### src/rtl/exe_mem_stage_pkg.sv
// Shared definitions for the execute stage and the EXE/MEM boundary:
// status-register bit positions and default datapath widths.
package exe_mem_stage_pkg;

    localparam int DATA_W = 32;
    localparam int DEST_W = 4;

    // Bit positions inside sr = {N,Z,C,V}
    localparam int SR_N = 3;
    localparam int SR_Z = 2;
    localparam int SR_C = 1;
    localparam int SR_V = 0;

endpackage

### src/rtl/exe_mem_stage_status_reg.sv
// Four-bit architectural status register {N,Z,C,V}.
// All four flags are written together when we is high; never partially.
module status_reg (
    input  logic       clk,
    input  logic       rst,
    input  logic       we,
    input  logic [3:0] d,
    output logic [3:0] q
);

    // Clear on reset, otherwise capture the whole flag nibble on write enable
    always_ff @(posedge clk) begin
        if (rst) begin
            q <= 4'b0000;
        end else if (we) begin
            q <= d;
        end
    end

endmodule

### src/rtl/exe_mem_stage.sv
// EXE/MEM pipeline boundary: latches ALU result, store data, destination and
// MEM/WB control; owns the status register and a retired-instruction counter.
//
// Flow control: in_valid marks a real instruction in EXE. An instruction is
// accepted into MEM on a clock edge where rst=0, flush=0, freeze=0 and
// in_valid=1. freeze holds everything (the instruction will be re-presented);
// flush or a non-valid input inserts a bubble. Priority: rst > flush > freeze.
module exe_mem_stage
    import exe_mem_stage_pkg::*;
#(
    parameter int DATA_W = exe_mem_stage_pkg::DATA_W,
    parameter int DEST_W = exe_mem_stage_pkg::DEST_W,
    parameter int CNT_W  = 32
) (
    input  logic              clk,
    input  logic              rst,
    input  logic              freeze,
    input  logic              flush,
    input  logic              in_valid,
    input  logic              in_s,
    input  logic              in_wb_en,
    input  logic              in_mem_r,
    input  logic              in_mem_w,
    input  logic [DEST_W-1:0] in_dest,
    input  logic [DATA_W-1:0] alu_res,
    input  logic              alu_n,
    input  logic              alu_z,
    input  logic              alu_c,
    input  logic              alu_v,
    input  logic [DATA_W-1:0] in_val_rm,
    output logic              out_valid,
    output logic              out_wb_en,
    output logic              out_mem_r,
    output logic              out_mem_w,
    output logic [DEST_W-1:0] out_dest,
    output logic [DATA_W-1:0] out_res,
    output logic [DATA_W-1:0] out_val_rm,
    output logic [3:0]        sr,
    output logic              carry_out,
    output logic [CNT_W-1:0]  retired
);

    logic              valid_q;
    logic              wb_en_q;
    logic              mem_r_q;
    logic              mem_w_q;
    logic [DEST_W-1:0] dest_q;
    logic [DATA_W-1:0] res_q;
    logic [DATA_W-1:0] val_rm_q;
    logic [CNT_W-1:0]  retired_q;
    logic              accept;
    logic              bubble;
    logic              sr_we;
    logic [3:0]        sr_d;

    // Classify this edge: accept a real instruction, insert a bubble, or hold
    always_comb begin
        accept = !flush && !freeze && in_valid;
        bubble = flush || (!freeze && !in_valid);
        sr_we  = accept && in_s;
        sr_d   = 4'b0000;
        sr_d[SR_N] = alu_n;
        sr_d[SR_Z] = alu_z;
        sr_d[SR_C] = alu_c;
        sr_d[SR_V] = alu_v;
    end

    // EXE/MEM latch and retired counter; a bubble clears only valid/control,
    // leaving the data fields at their last values
    always_ff @(posedge clk) begin
        if (rst) begin
            valid_q   <= 1'b0;
            wb_en_q   <= 1'b0;
            mem_r_q   <= 1'b0;
            mem_w_q   <= 1'b0;
            dest_q    <= '0;
            res_q     <= '0;
            val_rm_q  <= '0;
            retired_q <= '0;
        end else if (bubble) begin
            valid_q   <= 1'b0;
            wb_en_q   <= 1'b0;
            mem_r_q   <= 1'b0;
            mem_w_q   <= 1'b0;
        end else if (accept) begin
            valid_q   <= 1'b1;
            wb_en_q   <= in_wb_en;
            mem_r_q   <= in_mem_r;
            mem_w_q   <= in_mem_w;
            dest_q    <= in_dest;
            res_q     <= alu_res;
            val_rm_q  <= in_val_rm;
            retired_q <= retired_q + CNT_W'(1);
        end
    end

    status_reg u_status_reg (
        .clk (clk),
        .rst (rst),
        .we  (sr_we),
        .d   (sr_d),
        .q   (sr)
    );

    // Outputs; control enables are gated by valid so a bubble never writes
    always_comb begin
        out_valid  = valid_q;
        out_wb_en  = wb_en_q & valid_q;
        out_mem_r  = mem_r_q & valid_q;
        out_mem_w  = mem_w_q & valid_q;
        out_dest   = dest_q;
        out_res    = res_q;
        out_val_rm = val_rm_q;
        carry_out  = sr[SR_C];
        retired    = retired_q;
    end

endmodule

### config.mk
export PLATFORM = sky130hd
export DESIGN_NAME = exe_mem_stage
export DESIGN_NICKNAME = d
export VERILOG_FILES = /design/src/rtl/exe_mem_stage_pkg.sv /design/src/rtl/exe_mem_stage_status_reg.sv /design/src/rtl/exe_mem_stage.sv
export SDC_FILE = /design/constraint.sdc
export NUM_CORES = 1
export LEC_CHECK = 0
export BUFFER_PORTS_ARGS = -buffer_cell sky130_fd_sc_hd__buf_2
export CAP_MARGIN = 10
export CORE_ASPECT_RATIO = 1.2
export CORE_MARGIN = 8
export CORE_UTILIZATION = 45
export CTS_BUF_LIST = sky130_fd_sc_hd__clkbuf_16
export CTS_CLUSTER_SIZE = 12
export DETAILED_ROUTE_END_ITERATION = 6
export PLACE_DENSITY = 0.77
export SKIP_CTS_REPAIR_TIMING = 1
export SLEW_MARGIN = 20
export SYNTH_ARGS = -nofsm -noshare
export SYNTH_HDL_FRONTEND = slang
export SYNTH_SLANG_ARGS = --single-unit
### constraint.sdc
create_clock -name clk -period 5.6 [get_ports clk]
set_input_delay 0.56 -clock clk [delete_from_list [all_inputs] [get_ports clk]]
set_output_delay 0.56 -clock clk [all_outputs]
set_load 0.1 [all_outputs]
==> metrics.yaml, run 1 <==
outcome: "completed"
critPathBufInv: 0
die_h_um: 121
finalWeightedCongestion: 0.799
groute.usage.overall_pct: 18.9
critPathSlowestCell: "or4_1"
insertion_delay_to_the_later_sink_of_the_worst_skew_pair_ps: 340
worst-endpoint-required_ps: 5860
leakagePower_nw: 2.30
worst_slew_pin_slew_ps: 1110
netlist.area_leader.share_pct: 52.4
tritoncts_buffer_count: 9
grt-ovfl-total: 0
detail_route.drc_violations: 0
wire_per_inst_um: 14.8
final_critical_path_setup_slack_ps: 2960
holdPathStages: 2
route.final.wire_length_um: 11900
clock_tree.htree_level_count: 3
post_synth_inst_count: 514
final_cell_mix: "buf_2, nand2_1, dfxtp_1, a21oi_1, or4_1"
antenna_violations_before_repair: 0
min_path_type: "flip-flop to flip-flop"
ys_async_sr_fraction_pct: 0
area_growth_syn_to_layout_pct: 30.9
worst-r2r-cell-count: 5
postSynthRegisterBits: 108
cp_top_family: "simple AND/OR/NAND/NOR gates"
max_slew_margin_pct: 26.0
clock-sinks: 108
worst-path-max-fanout: 19
clock_tree_from_tritoncts: "built"
num_antenna_cells: 0
path_clk_slew_ps: 70
fraction_of_layout_instances_using_a_drive_strength_above_1_pct: 31.0
rows: 38
finalSetupViolCount: 0
layout_worst_path_cycle_share_pct: 47.2
drv_slew: 0
fillerInstances: 815
clk_root_buffer_cell: "clkbuf_16"
cp_slowest_stage_delay_ps: 870
grt_first_pass_wirelength_um: 19100
post_synth_num_cell_types: 29
worstSetupEndpointType: "flip-flop"
ctsLongestPathBuffers: 2
most_common_cell_after_layout_fill_and_taps_aside: "buf_2"
synth_ff_type: "dfxtp_1"
timing.critical_path.mode_cell: "or4_1"
synth_enable_flop_cells: 0
critical_path_cell_count: 5
dr.first_iter.drc_count: 253
grt_setup_unrepaired: "false"
mappedNetlistArea_um2: 4130
dieArea_um2: 12500
hold_violations: 0
ys_warn_count: 0
timing.final.crit_period_ps: 2640
irDropWorstVdd_v: 0.000191
synth_fp_nets: 596
power_density_nw_per_um2: 312
multi_input_comb_area_um2: 1790
place_ws_ps: 2870
r2r_setup_slack_ps: 2960
dr.pass1.iters: 4
initial_core_util_pct: 45.9
die_w_um: 103
viasPerCell: 5.16
synth.largest_area_cell: "dfxtp_1"
maxCapViolations: 0
max_freq_mhz: 378
crit_arrival_ps: 2900
critical_path.cell_chain: "ha_1, nand4bb_1, or4_1, or4_1, a21oi_1"
first_global_vias: 4042
hpwl_um: 8520
vias: 4150
synth_seq_area_share_pct: 52.4
io_pins: 190
core_um2: 8990
worst_clock_skew_ps: 4.15
nets: 761
postSynthAreaPerCell_um2: 8.03
tns_ps: 0
criticalPathCategory: "flip-flop to flip-flop"
crit_path_start_kind: "flip-flop"
seq_area_um2: 2160
drtAntennaViolNets: 0
place.port_buffers: 189
grt_start_max_net_pins: 109
yosys-top-cells-area: "dfxtp_1, nand2_1, a21oi_1, or4_1, clkbuf_1"
==> where the power goes <==
part	leakage, nW	total [mW]	switching (mW)	internal, mW
registers	0.875	0.795	0.00918	0.786
logic	1.27	0.226	0.182	0.0449
clock network	0.155	0.662	0.272	0.390
==> final cells by class <==
class	count	area share, %
clock buffers	9	4.17
flip-flops and latches	108	40.0
inverters	6	0.417
multi-input cells	363	33.1
well taps	120	2.78
repair buffers	191	17.8
clock inverters	7	1.69
==> through the flow <==
stage / instance area (um2) / total power [mW] / instances / hold slack [ps] / utilization, %
finish: 5400 / 1.68 / 804 / 449 / 60.1
global route: 5400 / 1.75 / 804 / 442 / 60.1
CTS: 5400 / 1.70 / 804 / 439 / 60.1
detailed placement: 5080 / 1.04 / 788 / 443 / 56.6
global placement: 5080 / 1.04 / 788 / 438 / 56.6
floorplan: 4130 / 0.983 / 514 / 486 / -
==> final timing paths <==
kind / end / start
max: retired[22]$_SDFFE_PP0P_ / retired[0]$_SDFFE_PP0P_
min: out_val_rm[10]$_SDFFE_PP0P_ / out_val_rm[10]$_SDFFE_PP0P_
max reg2reg: retired[22]$_SDFFE_PP0P_ / retired[0]$_SDFFE_PP0P_
min reg2reg: out_val_rm[10]$_SDFFE_PP0P_ / out_val_rm[10]$_SDFFE_PP0P_
==> cell usage after synthesis, types with 7 or more instances <==
cell type and instances:
dfxtp_1 108, o21ai_0 8, or4_1 15, or3_1 8, xnor2_1 7, nor2_1 13
clkbuf_1 29, a21oi_1 97, nand4_1 9, nand2_1 156, nand3_1 12, o31ai_1 13
nor3_1 7
==> logic make-up after synthesis <==
kind of cell / Yosys count / share of synthesized area (%)
simple gates: 233 / 25.4
compound gates: 118 / 15.1
flops: 108 / 52.4
buf+inv: 43 / 4.40
xor+xnor: 10 / 2.12
mux: 1 / 0.243
fa+ha+maj: 1 / 0.303
==> flip-flops by register name (all words and copies together), names as in the netlist <==
register,flops
out_val_rm,32
mem_r_q,1
u_status_reg.q,4
mem_w_q,1
out_valid,1
out_dest,4
retired,32
out_res,32
wb_en_q,1
==> tightest hold or removal path: stages (launching register included) <==
cell and delay (ps):
dfxtp_1 310, nand2_1 50, a21oi_1 50
==> routing by layer <==
layer / GRT usage (%) / part of all wire [%]
met4: 8.43 / 2.3
met2: 31.2 / 48
met3: 7.41 / 10
met5: 0 / 0
met1: 20.9 / 39
(Power assumes the default switching activity.)
==> run 2, diff against run 1 <==
==> constraint.sdc (replaced) <==
create_clock -name clk -period 2.6 [get_ports clk]
set_input_delay 0.26 -clock clk [delete_from_list [all_inputs] [get_ports clk]]
set_output_delay 0.26 -clock clk [all_outputs]
set_load 0.1 [all_outputs]
==> metrics.yaml, run 2 (synthesis results as in run 1) <==
power_density_nw_per_um2: 631  # +100%
place.port_buffers: 189  # unchanged
max_slew_margin_pct: 50.6  # +25 points
tritoncts_buffer_count: 9  # unchanged
fillerInstances: 814  # -0.12%
timing.critical_path.mode_cell: "or4_1"
worst_r2r_startpoint: "retired[0]$_SDFFE_PP0P_"
most_common_cell_after_layout_fill_and_taps_aside: "buf_2"
groute.usage.overall_pct: 18.8  # -0.091 points
critical_path.cell_chain: "ha_1, nand4bb_1, or4_1, or4_1, a21oi_1"
path_clk_slew_ps: 70  # about the same
grt.met3_usage_pct: 5.51  # -1.9 points
die_h_um: 121  # unchanged
worst_hold_path.endpoint: "out_res[0]$_SDFFE_PP0P_"
crit_path_start_kind: "flip-flop"
multi_input_comb_area_um2: 1790  # unchanged
max_freq_mhz: 423  # +12%
leakagePower_nw: 2.30  # about the same
worst-path-max-fanout: 19  # unchanged
area_growth_syn_to_layout_pct: 31.1
r2r_setup_slack_ps: 230  # -2720 ps
maxCapViolations: 0  # unchanged
clock-sinks: 108  # unchanged
clock_tree.htree_level_count: 3  # unchanged
dr.first_iter.drc_count: 164  # -35%
initial_core_util_pct: 45.9  # unchanged
clock_tree_from_tritoncts: "built"
insertion_delay_to_the_later_sink_of_the_worst_skew_pair_ps: 340  # about the same
antenna_violations_before_repair: 0  # unchanged
criticalPathCategory: "flip-flop to flip-flop"
timing.final.crit_period_ps: 2370  # -279 ps
hold_violations: 0  # unchanged
grt_start_max_net_pins: 109  # unchanged
drv_slew: 0  # unchanged
worst-r2r-cell-count: 5  # unchanged
drtAntennaViolNets: 0  # unchanged
grt-ovfl-total: 0  # unchanged
worst_slew_pin_slew_ps: 741  # -369 ps
worst_clock_skew_ps: 3.59  # -0.561 ps
nets: 764  # +0.39%
dp_cells: 791  # +0.38%
dieArea_um2: 12500  # unchanged
min_path_type: "input pin to flip-flop"
finalWeightedCongestion: 0.767  # -3.9%
hpwl_um: 8610  # +1.2%
worstSetupEndpointType: "flip-flop"
rows: 38  # unchanged
die_w_um: 103  # unchanged
io_pins: 190  # unchanged
dr.pass1.iters: 4  # unchanged
wire_per_inst_um: 14.8  # about the same
hold_path_startpoint: "alu_res[0]"
core_um2: 8990  # unchanged
finalSetupViolCount: 0  # unchanged
crit_arrival_ps: 2630  # -270 ps
finish.cell_count_without_fillers: 806  # +0.25%
ctsLongestPathBuffers: 2  # unchanged
first_global_vias: 3950  # -2.3%
grt_setup_unrepaired: "false"
grt_use_met2_pct: 31.1  # -0.080 points
clk_root_buffer_cell: "clkbuf_16"
num_antenna_cells: 0  # unchanged
viasPerCell: 5.19  # +0.55%
gr-max-usage-layer: "met2"
critPathSlowestCell: "or4_1"
cp_slowest_stage_delay_ps: 810  # -60 ps
worst_r2r_end: "retired[22]$_SDFFE_PP0P_"
seq_area_um2: 2180  # +0.81%
final_cell_mix: "buf_2, nand2_1, a21oi_1, dfxtp_1, or4_1"
globalRouteMet1Util_pct: 21.0  # +0.086 points
irDropWorstVdd_v: 0.000392  # +110%
tns_ps: 0  # unchanged
vias: 4183  # +0.80%
fraction_of_layout_instances_using_a_drive_strength_above_1_pct: 32.7  # +1.7 points
holdPathStages: 3  # +1
detail_route.drc_violations: 0  # unchanged
grt_first_pass_wirelength_um: 18800  # -1.5%
outcome: "completed"
worst-endpoint-required_ps: 2870  # -2990 ps
route.final.wire_length_um: 12000  # +0.21%
layout_worst_path_cycle_share_pct: 91.0  # +44 points
-- run 2: changes by cell type in the layout (fill, tap and decap cells not counted) --
cell and delta:
clkinv_4 +1, buf_12 +2, clkinv_1 +4, dfxtp_1 -14
clkinv_2 -3, buf_4 +1, dfxtp_2 +14, clkinvlp_4 -1
bufinv_16 -2
-- run 2: metal layers --
metal | wire length [um] | up-vias
met5 | 0 | -
met4 | 404 | 0
met3 | 1040 | 27
met2 | 5830 | 149
met1 | 4670 | 1934
li1 | - | 2073
-- run 2: metrics by stage --
step | power [mW] | utilization (%) | hold WS (ps) | cell area, um2 | setup WS, ps
floorplan | 2.12 | - | 339 | 4140 | 9.23
global placement | 2.24 | 57.3 | 439 | 5150 | 309
detailed placement | 2.24 | 57.3 | 443 | 5150 | 272
CTS | 3.44 | 60.2 | 140 | 5410 | 243
global route | 3.52 | 60.2 | 147 | 5410 | 95.6
finish | 3.41 | 60.2 | 147 | 5410 | 234
-- run 2: layout make-up --
cell class	instances	share of cell area (%)
Clock inverter	6	0.602
Sequential cell	108	40.3
Inverter	6	0.416
Timing Repair Buffer	194	18.7
Clock buffer	9	4.16
Tap cell	120	2.78
Multi-Input combinational cell	363	33.0
-- run 2: critical path, delay by kind of cell, from the launching register on --
family | cells | cell delay (ps)
flops | 1 | 390
fa+ha+maj | 1 | 190
simple gates | 3 | 1580
compound gates | 1 | 140
-- run 2: power by group --
group / leakage [nW] / total (mW) / internal, mW / switching (mW)
clock network: 0.125 / 1.20 / 0.634 / 0.570
registers: 0.882 / 1.71 / 1.69 / 0.0201
logic: 1.29 / 0.492 / 0.101 / 0.391
-- run 2: worst max-delay path by stage --
stage	start	to	slack, ps
detailed placement	freeze	retired[23]$_SDFFE_PP0P_	270
global route	retired[0]$_SDFFE_PP0P_	retired[22]$_SDFFE_PP0P_	100
finish	retired[0]$_SDFFE_PP0P_	retired[22]$_SDFFE_PP0P_	230
global placement	freeze	retired[23]$_SDFFE_PP0P_	310
CTS	retired[0]$_SDFFE_PP0P_	retired[20]$_SDFFE_PP0P_	240
floorplan	retired[8]$_SDFFE_PP0P_	retired[20]$_SDFFE_PP0P_	9
==> run 3, diff against run 2 <==
--- a/config.mk
+++ b/config.mk
@@ -11,9 +11,10 @@
 export CORE_MARGIN = 8
 export CORE_UTILIZATION = 45
 export CTS_BUF_LIST = sky130_fd_sc_hd__clkbuf_16
-export CTS_CLUSTER_SIZE = 12
+export CTS_CLUSTER_SIZE = 24
 export DETAILED_ROUTE_END_ITERATION = 6
 export PLACE_DENSITY = 0.77
+export RECOVER_POWER = 100
 export SKIP_CTS_REPAIR_TIMING = 1
 export SLEW_MARGIN = 20
 export SYNTH_ARGS = -nofsm -noshare
==> metrics.yaml, run 3 (synthesis results as in run 1) <==
num_antenna_cells: 0  # unchanged
most_common_cell_after_layout_fill_and_taps_aside: "nand2_1"
path_clk_slew_ps: 70  # about the same
dr.first_iter.drc_count: 154  # -6.1%
io_pins: 190  # unchanged
insertion_delay_to_the_later_sink_of_the_worst_skew_pair_ps: 340  # about the same
dpl_cell_area_um2: 5150  # unchanged
grt_setup_unrepaired: "false"
grt-ovfl-total: 0  # unchanged
layout.core_utilization_pct: 58.4  # -1.8 points
irDropWorstVdd_v: 0.000389  # -0.76%
criticalPathCategory: "flip-flop to flip-flop"
max_slew_margin_pct: -42.8  # -93 points
p_total_mw: 3.39  # -0.44%
hold_violations: 0  # unchanged
dp_cells: 791  # unchanged
vias: 4155  # -0.67%
power_density_nw_per_um2: 647  # +2.6%
drtAntennaViolNets: 0  # unchanged
clk_root_buffer_cell: "clkbuf_16"
layout_worst_path_cycle_share_pct: 92.9  # +1.9 points
worst-path-max-fanout: 20  # +1
worst_clock_skew_ps: 3.79  # +0.203 ps
crit_arrival_ps: 2640  # about the same
place_ws_ps: 272  # unchanged
worst-endpoint-required_ps: 2830  # -40 ps
crit_path_start_kind: "flip-flop"
finalWeightedCongestion: 0.767  # unchanged
clock-sinks: 108  # unchanged
rows: 38  # unchanged
groute.usage.overall_pct: 18.8  # unchanged
dr.pass1.iters: 5  # +1
hpwl_um: 8610  # unchanged
min_path_type: "input pin to flip-flop"
antenna_violations_before_repair: 0  # unchanged
fraction_of_layout_instances_using_a_drive_strength_above_1_pct: 16.5  # -16 points
worstSetupEndpointType: "flip-flop"
route.final.wire_length_um: 12000  # +0.19%
area_growth_syn_to_layout_pct: 27.2
clock_tree.htree_level_count: 3  # unchanged
tns_ps: 0  # unchanged
timing.final.crit_period_ps: 2420  # +49.9 ps
wire_per_inst_um: 14.9  # +0.19%
maxCapViolations: 1  # +1
failed_checks: "max-capacitance violations, max-slew violations"
layout_cell_area_excl_fill_um2: 5250  # -2.9%
outcome: "complete, but fails checks"
grt_first_pass_wirelength_um: 18800  # unchanged
worst_slew_pin_slew_ps: 2140  # +1400 ps
first_global_vias: 3950  # unchanged
final_cell_mix: "nand2_1, clkbuf_1, a21oi_1, dfxtp_1, buf_2"
ctsLongestPathBuffers: 2  # unchanged
place.port_buffers: 189  # unchanged
grt_start_max_net_pins: 109  # unchanged
final_critical_path_setup_slack_ps: 185  # -49.9 ps
max_freq_mhz: 414  # -2.1%
dieArea_um2: 12500  # unchanged
die_h_um: 121  # unchanged
finalSetupViolCount: 0  # unchanged
die_w_um: 103  # unchanged
viasPerCell: 5.16  # -0.67%
finish.cell_count_without_fillers: 806  # unchanged
tritoncts_buffer_count: 9  # unchanged
detail_route.drc_violations: 0  # unchanged
holdWs_ps: 149  # +1.68 ps
clock_tree_from_tritoncts: "built"
core_um2: 8990  # unchanged
leakagePower_nw: 1.82  # -21%
nets: 764  # unchanged
drv_slew: 109  # +109
initial_core_util_pct: 45.9  # unchanged
==> run 3: cell count changes in the layout (fill, tap and decap cells not counted), sizes merged <==
| cell | before | now |
|---|---|---|
| buf | 194 | 82 |
| clkbuf | 9 | 121 |
==> run 3: final cells by class <==
class,instances,area [um2]
inverter,6,22.5
timing repair buffer,194,856
clock buffer,9,225
multi-input combinational,363,1780
tap,120,150
fill,864,3740
clock inverter,6,32.5
sequential,108,2180
==> run 3: worst paths after layout <==
path                                            endpoint  cells after the start  slack, ps                startpoint
worst max-delay path            retired[23]$_SDFFE_PP0P_                      5        180   retired[2]$_SDFFE_PP0P_
worst min-delay path             out_res[0]$_SDFFE_PP0P_                      3        150                alu_res[0]
worst max register to register  retired[23]$_SDFFE_PP0P_                      5        180   retired[2]$_SDFFE_PP0P_
worst min register to register  out_res[23]$_SDFFE_PP0P_                      2        450  out_res[23]$_SDFFE_PP0P_
==> run 3: power by group <==
part / total [mW] / switching [mW] / internal, mW
clock: 1.20 / 0.568 / 0.634
sequential: 1.71 / 0.0212 / 1.69
combinational: 0.479 / 0.390 / 0.0888
total: 3.39 / 0.979 / 2.42
==> run 3: critical path: stages, from the launching register on <==
cell and delay (ps):
dfxtp_2 380, nand4_1 180, clkbuf_1 210, or4_1 810, or4_1 560, a21oi_1 160
==> run 3: per-layer routing <==
| metal | wire length, um | GRT usage, % |
|---|---|---|
| met2 | 5860 | 31.1 |
| met5 | 0 | 0 |
| met1 | 4750 | 21.0 |
| met3 | 962 | 5.51 |
| met4 | 407 | 10.7 |
